===== src/rtl/seg_scan_pkg.sv =====
// seg_scan_pkg: segment patterns, anode codes, count field layout and FSM encoding
// shared by the 7-segment scan decoder.
package seg_scan_pkg;
    localparam logic [6:0] SEG_0     = 7'h01;
    localparam logic [6:0] SEG_1     = 7'h4F;
    localparam logic [6:0] SEG_2     = 7'h12;
    localparam logic [6:0] SEG_3     = 7'h06;
    localparam logic [6:0] SEG_4     = 7'h4C;
    localparam logic [6:0] SEG_5     = 7'h24;
    localparam logic [6:0] SEG_6     = 7'h20;
    localparam logic [6:0] SEG_7     = 7'h0F;
    localparam logic [6:0] SEG_8     = 7'h00;
    localparam logic [6:0] SEG_9     = 7'h04;
    localparam logic [6:0] SEG_BLANK = 7'h7F;

    localparam logic [3:0] AN_D0 = 4'b1110;
    localparam logic [3:0] AN_D1 = 4'b1101;
    localparam logic [3:0] AN_D2 = 4'b1011;
    localparam logic [3:0] AN_D3 = 4'b0111;

    localparam logic [1:0] DIG0 = 2'd0;
    localparam logic [1:0] DIG1 = 2'd1;
    localparam logic [1:0] DIG2 = 2'd2;
    localparam logic [1:0] DIG3 = 2'd3;

    localparam int F0_LSB = 0;
    localparam int F0_W   = 4;
    localparam int F1_LSB = 4;
    localparam int F1_W   = 3;
    localparam int F2_LSB = 7;
    localparam int F2_W   = 4;
    localparam int F3_LSB = 11;
    localparam int F3_W   = 3;

    localparam logic [1:0] ST_IDLE     = 2'd0;
    localparam logic [1:0] ST_SETTLE   = 2'd1;
    localparam logic [1:0] ST_CAPTURED = 2'd2;

    typedef struct packed {
        logic       valid;
        logic [3:0] value;
    } seg_dec_t;

    typedef struct packed {
        logic       valid;
        logic [1:0] idx;
    } an_dec_t;

    function automatic an_dec_t an_decode(input logic [3:0] an);
        an_dec_t r;
        r.valid = an == AN_D0 || an == AN_D1 || an == AN_D2 || an == AN_D3;
        r.idx   = an == AN_D1 ? DIG1 : an == AN_D2 ? DIG2 : an == AN_D3 ? DIG3 : DIG0;
        return r;
    endfunction
endpackage


===== src/rtl/seg_pattern_decode.sv =====
// seg_pattern_decode: active-low {a..g} pattern to {valid, value}; unknown patterns
// (including blank) decode to 0 with valid low.
module seg_pattern_decode
    import seg_scan_pkg::*;
(
    input  logic [6:0] pattern,
    output seg_dec_t   dec
);
    always_comb begin
        dec.valid = 1'b1;
        dec.value = 4'd0;
        case (pattern)
            SEG_0:   dec.value = 4'd0;
            SEG_1:   dec.value = 4'd1;
            SEG_2:   dec.value = 4'd2;
            SEG_3:   dec.value = 4'd3;
            SEG_4:   dec.value = 4'd4;
            SEG_5:   dec.value = 4'd5;
            SEG_6:   dec.value = 4'd6;
            SEG_7:   dec.value = 4'd7;
            SEG_8:   dec.value = 4'd8;
            SEG_9:   dec.value = 4'd9;
            default: dec.valid = 1'b0;
        endcase
    end
endmodule


===== src/rtl/seg_scan_decoder.sv =====
// seg_scan_decoder: recovers 4-digit MM:SS frames from a scanned active-low 7-segment bus.
// Optional SEG_DP_CAPTURE_EN reports the colon (dp on digit1) and flags dp on other digits.
module seg_scan_decoder
    import seg_scan_pkg::*;
#(
    parameter int STABLE_CYCLES  = 16,
    parameter int TIMEOUT_CYCLES = 1000000,
    parameter int TO_W           = 20
) (
    input  logic        clk,
    input  logic        rst,
    input  logic [6:0]  segments,
    input  logic [3:0]  anode_active,
    input  logic        dp,
    output logic [13:0] count,
    output logic        frame_valid,
    output logic        frame_err,
    output logic        stalled,
    output logic        colon_seen
);
    localparam int SC_W = $clog2(STABLE_CYCLES + 1);

    logic [6:0]      seg_in_q, seg_in_d, seg_prev_q, seg_prev_d;
    logic [3:0]      an_in_q, an_in_d, an_prev_q, an_prev_d;
    logic [1:0]      state_q, state_d;
    logic [SC_W-1:0] stab_q, stab_d;
    logic [3:0]      mask_q, mask_d;
    logic            perr_q, perr_d;
    logic [13:0]     stage_q, stage_d, count_q, count_d;
    logic            fv_q, fv_d, ferr_q, ferr_d;
    logic [TO_W-1:0] to_q, to_d;
    logic            cap, cap_err, done, dp_err;
    an_dec_t         an_dec;
    seg_dec_t        seg_dec;

    seg_pattern_decode u_dec (.pattern(seg_in_q), .dec(seg_dec));

    assign an_dec = an_decode(an_in_q);

    always_comb begin
        seg_in_d   = segments;
        an_in_d    = anode_active;
        seg_prev_d = seg_in_q;
        an_prev_d  = an_in_q;
        state_d    = state_q;
        stab_d     = stab_q;
        cap        = 1'b0;
        if (state_q == ST_IDLE) begin
            state_d = an_dec.valid ? ST_SETTLE : ST_IDLE;
            stab_d  = SC_W'(1);
        end else if (state_q == ST_SETTLE) begin
            if (!an_dec.valid)
                state_d = ST_IDLE;
            else if (an_in_q != an_prev_q || seg_in_q != seg_prev_q)
                stab_d = SC_W'(1);
            else if (stab_q + 1'b1 == SC_W'(STABLE_CYCLES)) begin
                state_d = ST_CAPTURED;
                cap     = 1'b1;
            end else
                stab_d = stab_q + 1'b1;
        end else if (an_in_q != an_prev_q) begin
            state_d = an_dec.valid ? ST_SETTLE : ST_IDLE;
            stab_d  = SC_W'(1);
        end
        // odd digits are the 0-7 tens fields; 8 or 9 there is out of range
        cap_err = !seg_dec.valid || (an_dec.idx[0] && seg_dec.value[3]) || dp_err;
        done    = mask_q == 4'hF;
        mask_d  = (done ? 4'h0 : mask_q) | (cap ? 4'b0001 << an_dec.idx : 4'h0);
        perr_d  = (done ? 1'b0 : perr_q) | (cap && cap_err);
        stage_d = stage_q;
        if (cap) begin
            if (an_dec.idx == DIG0) stage_d[F0_LSB +: F0_W] = seg_dec.value[F0_W-1:0];
            if (an_dec.idx == DIG1) stage_d[F1_LSB +: F1_W] = seg_dec.value[F1_W-1:0];
            if (an_dec.idx == DIG2) stage_d[F2_LSB +: F2_W] = seg_dec.value[F2_W-1:0];
            if (an_dec.idx == DIG3) stage_d[F3_LSB +: F3_W] = seg_dec.value[F3_W-1:0];
        end
        count_d = done ? stage_q : count_q;
        fv_d    = done;
        ferr_d  = done ? perr_q : ferr_q;
        to_d    = cap ? '0 : to_q == TO_W'(TIMEOUT_CYCLES) ? to_q : to_q + 1'b1;
    end

    always_ff @(posedge clk or negedge rst) begin
        if (!rst) begin
            seg_in_q   <= SEG_BLANK;
            seg_prev_q <= SEG_BLANK;
            an_in_q    <= 4'hF;
            an_prev_q  <= 4'hF;
            state_q    <= ST_IDLE;
            stab_q     <= '0;
            mask_q     <= 4'h0;
            perr_q     <= 1'b0;
            stage_q    <= '0;
            count_q    <= '0;
            fv_q       <= 1'b0;
            ferr_q     <= 1'b0;
            to_q       <= '0;
        end else begin
            seg_in_q   <= seg_in_d;
            seg_prev_q <= seg_prev_d;
            an_in_q    <= an_in_d;
            an_prev_q  <= an_prev_d;
            state_q    <= state_d;
            stab_q     <= stab_d;
            mask_q     <= mask_d;
            perr_q     <= perr_d;
            stage_q    <= stage_d;
            count_q    <= count_d;
            fv_q       <= fv_d;
            ferr_q     <= ferr_d;
            to_q       <= to_d;
        end
    end

`ifdef SEG_DP_CAPTURE_EN
    logic dp_in_q, dp_in_d, colon_pend_q, colon_pend_d, colon_q, colon_d;

    always_comb begin
        dp_in_d      = dp;
        dp_err       = !dp_in_q && an_dec.idx != DIG1;
        colon_pend_d = (done ? 1'b0 : colon_pend_q) | (cap && !dp_in_q && an_dec.idx == DIG1);
        colon_d      = done ? colon_pend_q : colon_q;
    end

    always_ff @(posedge clk or negedge rst) begin
        if (!rst) begin
            dp_in_q      <= 1'b1;
            colon_pend_q <= 1'b0;
            colon_q      <= 1'b0;
        end else begin
            dp_in_q      <= dp_in_d;
            colon_pend_q <= colon_pend_d;
            colon_q      <= colon_d;
        end
    end

    assign colon_seen = colon_q;
`else
    logic unused_dp;
    assign unused_dp  = dp;
    assign dp_err     = 1'b0;
    assign colon_seen = 1'b0;
`endif

    assign count       = count_q;
    assign frame_valid = fv_q;
    assign frame_err   = ferr_q;
    assign stalled     = to_q == TO_W'(TIMEOUT_CYCLES);
endmodule


===== config.mk =====
export PLATFORM = sky130hd
export DESIGN_NAME = seg_scan_decoder
export DESIGN_NICKNAME = d
export VERILOG_FILES = /design/src/rtl/seg_scan_pkg.sv /design/src/rtl/seg_pattern_decode.sv /design/src/rtl/seg_scan_decoder.sv
export SDC_FILE = /design/constraint.sdc
export NUM_CORES = 1
export LEC_CHECK = 0
export ABC_CLOCK_PERIOD_IN_PS = 3620
export CAP_MARGIN = 20
export CORE_MARGIN = 10
export CORE_UTILIZATION = 63
export CTS_CLUSTER_DIAMETER = 40
export DETAILED_ROUTE_END_ITERATION = 8
export DONT_BUFFER_PORTS = 1
export PLACE_DENSITY = 0.82
export REMOVE_ABC_BUFFERS = 1
export SYNTH_ARGS = -nofsm -noshare
export SYNTH_HDL_FRONTEND = slang
export SYNTH_SLANG_ARGS = --single-unit

===== constraint.sdc =====
create_clock -name clk -period 3.62 [get_ports clk]
set_clock_uncertainty 0.1 [all_clocks]
set_input_delay 0.724 -clock clk [delete_from_list [all_inputs] [get_ports clk]]
set_output_delay 0.724 -clock clk [all_outputs]
set_load 0.02 [all_outputs]

==> flow_metrics.py, run 1 <==
metrics = {
    "outcome": {
        "status": "complete, no violations",
    },
    "synthesis": {
        "ys_ff_latch": 84,
        "synth_top_flop_cell": "dfrtp_1",
        "synth_edf_count": 0,
        "synthCells": 356,
        "yosysSeqAreaShare_pct": 56.4,
        "syn-cell-area_um2": 3770,
        "ys_types": 50,
        "async_flop_share_pct": 100,
        "yosysWarnings": 0,
        "avgSynthCellArea_um2": 10.6,
    },
    "clocking": {
        "clkSinkCount": 84,
        "cts_hold_buf": 1,
        "post_cts_buffers": 0,
        "cts_buffer_depth": 2,
        "cts-resized-gates": 0,
        "clkTransAtPathRegs_ns": 0.08,
        "numCtsBuffers": 9,
        "clock-root-buffer": "clkbuf_8",
        "cts_tree": "yes",
        "ctsHtreeMaxLevel": 3,
        "clk_latency_ns": 0.35,
    },
    "sta": {
        "final_max_slew_viol_count": 0,
        "fin_crit_ns": 2.82,
        "setup_viol": 0,
        "setup_ws_ns": 0.800,
        "whs_ns": 0.106,
        "rsz0062_at_grt": "false",
        "max_slew.worst_pin.slew_ns": 0.818,
        "fmax_ghz": 0.355,
        "hold_viol": 0,
        "max_slew_margin_pct": 45.3,
        "setup_tns_ns": 0,
        "period_share_pct": 77.9,
    },
    "detailed_routing": {
        "first_pass_iters": 4,
        "route.detailed.drc": 0,
        "drt_iter0_markers": 89,
        "via_per_inst": 5.71,
        "antenna_left": 0,
        "detail_route.wirelength_um": 6770,
        "routedWlPerCell_um": 15.6,
        "vias": 2479,
    },
    "placed_design": {
        "routabilityCongestion": 0.828,
        "port_buffers": 0,
        "place_ws_ns": 0.805,
        "hpwlAfterDp_um": 4710,
    },
    "critical_path": {
        "cp.required_ns": 2.80,
        "path_max_fanout": 3,
        "critPathLaunchType": "flip-flop",
        "cp-end-kind": "primary output",
        "worstSetupPathType": "reg2out",
        "cp.arrival_ns": 2.00,
    },
    "global_route": {
        "grtUsageTotal_pct": 15.0,
        "grt_overflow": 0,
        "antenna_found_initial": 0,
        "grt_pass1_vias": 2506,
        "grt_max_degree": 63,
        "grt_pass1_wl_um": 11900,
    },
    "power": {
        "power_w": 0.00170,
        "leakage_nw": 1.84,
        "power.density_nw_per_um2": 421,
        "ir_drop_uv": 343,
    },
    "cells_and_area": {
        "fin_nets": 371,
        "diodes": 0,
        "final_common_cell": "dfrtp_1",
        "layout_common_cells": "dfrtp_1, nand2_1, nor2_1",
        "drive_gt1_share_pct": 17.8,
        "area_growth_syn_to_layout_pct": 6.86,
        "fill_cells": 419,
    },
    "floorplan": {
        "start_util_pct": 64.1,
        "die_h_um": 97.4,
        "rows": 28,
        "core_um2": 5890,
        "die_w_um": 97.4,
        "io_pins": 32,
        "die_area_um2": 9490,
    },
    "job": {
        "maxCapViolCount": 0,
    },
    "min_path": {
        "hold_path_class": "in2async",
    },
}
[through the flow]
stage               utilization [%]  instance area [um^2]  std cells
floorplan                         -                  3700        340
detailed placement             64.7                  3810        417
global placement               64.7                  3810        417
global route                   68.5                  4030        434
finish                         68.5                  4030        434
CTS                            68.5                  4030        434
[flip-flops by register name, indices dropped and copies added (netlist names)]
signal	flops
an_in_q	4
state_q	2
seg_in_q	7
stage_q	14
to_q	20
perr_q	1
count	14
mask_q	4
frame_err	1
an_prev_q	4
seg_prev_q	7
stab_q	5
frame_valid	1
[report_power, final]
group          internal [W]  switching [W]
Combinational     0.0000213      0.0000351
Clock              0.000336       0.000324
Sequential         0.000962      0.0000195
Total               0.00132       0.000379
[Yosys cell counts (4+ instances only)]
cell	number	area (um^2)
xnor2_1	11	96.3
inv_1	7	26.3
dfstp_2	22	578
o21ai_0	11	55.1
a21oi_1	7	35.0
mux2_2	15	169
nor4_1	5	31.3
clkbuf_1	10	37.5
nor2b_1	4	25.0
nand2_1	61	229
xor2_1	22	193
dfrtp_1	62	1550
nand3_1	17	85.1
nand4_1	9	56.3
nor2_1	38	143
a21o_1	5	37.5
[cell type report]
class                      count  area, um^2  share of cell area [%]
clock buffer                  10         138                    3.41
timing repair buffer           3        42.5                    1.05
inverter                       7        26.3                   0.651
multi-input combinational    249        1540                    38.2
clock inverter                 6        62.6                    1.55
tap                           75        93.8                    2.33
sequential                    84        2130                    52.8
[layer usage]
layer | up-vias | share of wire, % | global-route usage (%)
met4 | 0 | 1.6 | 4.92
met3 | 10 | 6.1 | 6.40
met1 | 1215 | 42 | 17.0
met5 | - | 0 | 0
li1 | 1203 | - | -
met2 | 51 | 51 | 24.9
[logic make-up after synthesis]
group | share of synthesized area [%]
XOR/XNOR | 7.66
flip-flops | 56.4
adder cells (fa/ha/maj) | 0.994
other | 0.0993
AO/OA/AOI/OAI | 5.83
AND/OR/NAND/NOR | 21.5
buffers and inverters | 2.75
multiplexers | 4.74
[final timing paths]
check / from / to / slack, ns / cells past startpoint
min in group clk: anode_active[0] / an_in_q[0]$_DFF_PN1_ / 0.26 / 0
hold / removal: rst / an_prev_q[0]$_DFF_PN1_ / 0.11 / 0
hold reg to reg: seg_in_q[2]$_DFF_PN1_ / seg_prev_q[2]$_DFF_PN1_ / 0.32 / 0
max in group asynchronous: rst / to_q[14]$_DFFE_PN0P_ / 3.02 / 1
setup reg to reg: an_in_q[1]$_DFF_PN1_ / stage_q[1]$_DFFE_PN0P_ / 0.80 / 6
setup / recovery: to_q[15]$_DFFE_PN0P_ / stalled / 0.80 / 3
[critical path, stage by stage (launching register included)]
cell     delay [ns]
dfrtp_1        0.41
or4b_2         0.69
nor4_1         0.33
buf_4          0.20
Power figures use the tool's default switching activity.
==> run 2: changes to the inputs <==
ABC_CLOCK_PERIOD_IN_PS = 2700   (was 3620)
clock period = 2.7 ns   (was 3.62 ns; I/O delays follow)
==> flow_metrics.py, run 2 (synthesis gave the netlist of run 1 again) <==
metrics = {
    "floorplan": {
        "core_um2": 5890,
        "start_util_pct": 64.1,
        "die_area_um2": 9490,
        "io_pins": 32,
        "die_h_um": 97.4,
        "rows": 28,
        "die_w_um": 97.4,
    },
    "clocking": {
        "cts_tree": "yes",
        "numCtsBuffers": 9,
        "clock-root-buffer": "clkbuf_8",
        "clkTransAtPathRegs_ns": 0.09,
        "ctsHtreeMaxLevel": 3,
        "cts_buffer_depth": 2,
        "clk_latency_ns": 0.36,
        "clkSinkCount": 84,
    },
    "sta": {
        "hold_viol": 0,
        "fmax_ghz": 0.383,
        "max_slew.worst_pin.slew_ns": 0.644,
        "fin_crit_ns": 2.61,
        "max_slew_margin_pct": 57.0,
        "period_share_pct": 96.6,
        "final_max_slew_viol_count": 0,
        "setup_viol": 0,
        "rsz0062_at_grt": "false",
        "setup_tns_ns": 0,
    },
    "cells_and_area": {
        "multi_input_area_um2": 1550,
        "regArea_um2": 2130,
        "diodes": 0,
        "fin_nets": 382,
        "fill_cells": 405,
        "stdcell_area_um2": 4130,
        "final_common_cell": "dfrtp_1",
        "largest_reg_flops": 20,
        "layout_common_cells": "dfrtp_1, nand2_1, nor2_1",
        "drive_gt1_share_pct": 20.8,
        "area_growth_syn_to_layout_pct": 9.48,
        "registers.top_by_ff_count": "to_q",
    },
    "outcome": {
        "status": "complete, no violations",
    },
    "critical_path": {
        "r2r-end": "stage_q[3]$_DFFE_PN0P_",
        "cp.required_ns": 2.06,
        "critPathLaunchType": "flip-flop",
        "crit_end": "stalled",
        "timing.rr.start": "an_in_q[3]$_DFF_PN1_",
        "path_max_fanout": 3,
        "worstSetupPathType": "reg2out",
        "reg2reg_depth": 7,
        "r2r_setup_slack_ns": 0.14,
        "cp-end-kind": "primary output",
        "cp.arrival_ns": 1.97,
        "crit_start": "to_q[15]$_DFFE_PN0P_",
    },
    "detailed_routing": {
        "route.detailed.drc": 0,
        "detail_route.wirelength_um": 6960,
        "vias": 2515,
        "first_pass_iters": 5,
        "routedWlPerCell_um": 15.6,
        "drt_iter0_markers": 165,
        "via_per_inst": 5.65,
        "antenna_left": 0,
    },
    "placed_design": {
        "routabilityCongestion": 0.807,
        "port_buffers": 0,
        "place_area_um2": 3870,
        "hpwlAfterDp_um": 4740,
    },
    "global_route": {
        "grtUsageTotal_pct": 15.1,
        "grt_max_degree": 85,
        "antenna_found_initial": 0,
        "grt_pass1_vias": 2558,
        "grt_overflow": 0,
        "grt_pass1_wl_um": 11900,
    },
    "power": {
        "leakage_nw": 1.90,
        "power.density_nw_per_um2": 563,
        "ir_drop_uv": 417,
    },
    "min_path": {
        "hold_path_class": "in2reg",
    },
    "job": {
        "maxCapViolCount": 0,
    },
}
run 2: report_power, final:
group          internal [W]  switching [W]
Clock              0.000440       0.000475
Sequential          0.00129      0.0000184
Combinational     0.0000366      0.0000656
run 2: layout make-up:
cell class,instances,area share (%)
Tap cell,75,2.27
Clock buffer,9,3.00
Multi-Input combinational cell,249,37.5
Inverter,7,0.636
Sequential cell,84,51.5
Clock inverter,7,1.97
Timing Repair Buffer,14,3.09
run 2: stage by stage:
stage / hold WS [ns] / power, W / utilization (%) / setup WS [ns] / cells
global route: 0.0462 / 0.00242 / 70.2 / 0.00359 / 445
finish: 0.0716 / 0.00233 / 70.2 / 0.0913 / 445
global placement: 0.148 / 0.00140 / 65.8 / 0.134 / 426
detailed placement: 0.147 / 0.00140 / 65.8 / 0.0649 / 426
CTS: 0.0542 / 0.00235 / 69.9 / 0.0414 / 444
floorplan: 0.144 / 0.00138 / - / 0.00574 / 340
run 2: worst min-delay path by stage:
stage	startpoint	to	cells past startpoint
after floorplan	rst	count[0]$_DFFE_PN0P_	0
after global placement	rst	stab_q[0]$_DFFE_PN0P_	0
after detailed placement	rst	stab_q[0]$_DFFE_PN0P_	0
after CTS	segments[2]	seg_in_q[2]$_DFF_PN1_	0
after global routing	segments[6]	seg_in_q[6]$_DFF_PN1_	0
final	segments[1]	seg_in_q[1]$_DFF_PN1_	0
run 2: timing repair:
| action | in CTS | in global routing |
|---|---|---|
| setup endpoints to repair | 0 | 9 |
| hold endpoints to repair | 84 | 0 |
| setup buffers | 0 | 1 |
| resized for setup | 0 | 2 |
| hold buffers | 2 | 0 |
run 2: critical path, cell delays in order (launching register included):
cell     delay, ns
dfrtp_1       0.42
or4b_2        0.69
nor4_1        0.31
buf_4         0.20
run 2: layer usage:
layer	share of wire (%)	GRT usage, %	up-vias
met5	0	0	-
met3	5.8	5.76	12
met2	50	25.1	61
met1	42	17.2	1220
met4	1.7	5.26	0
li1	-	-	1222
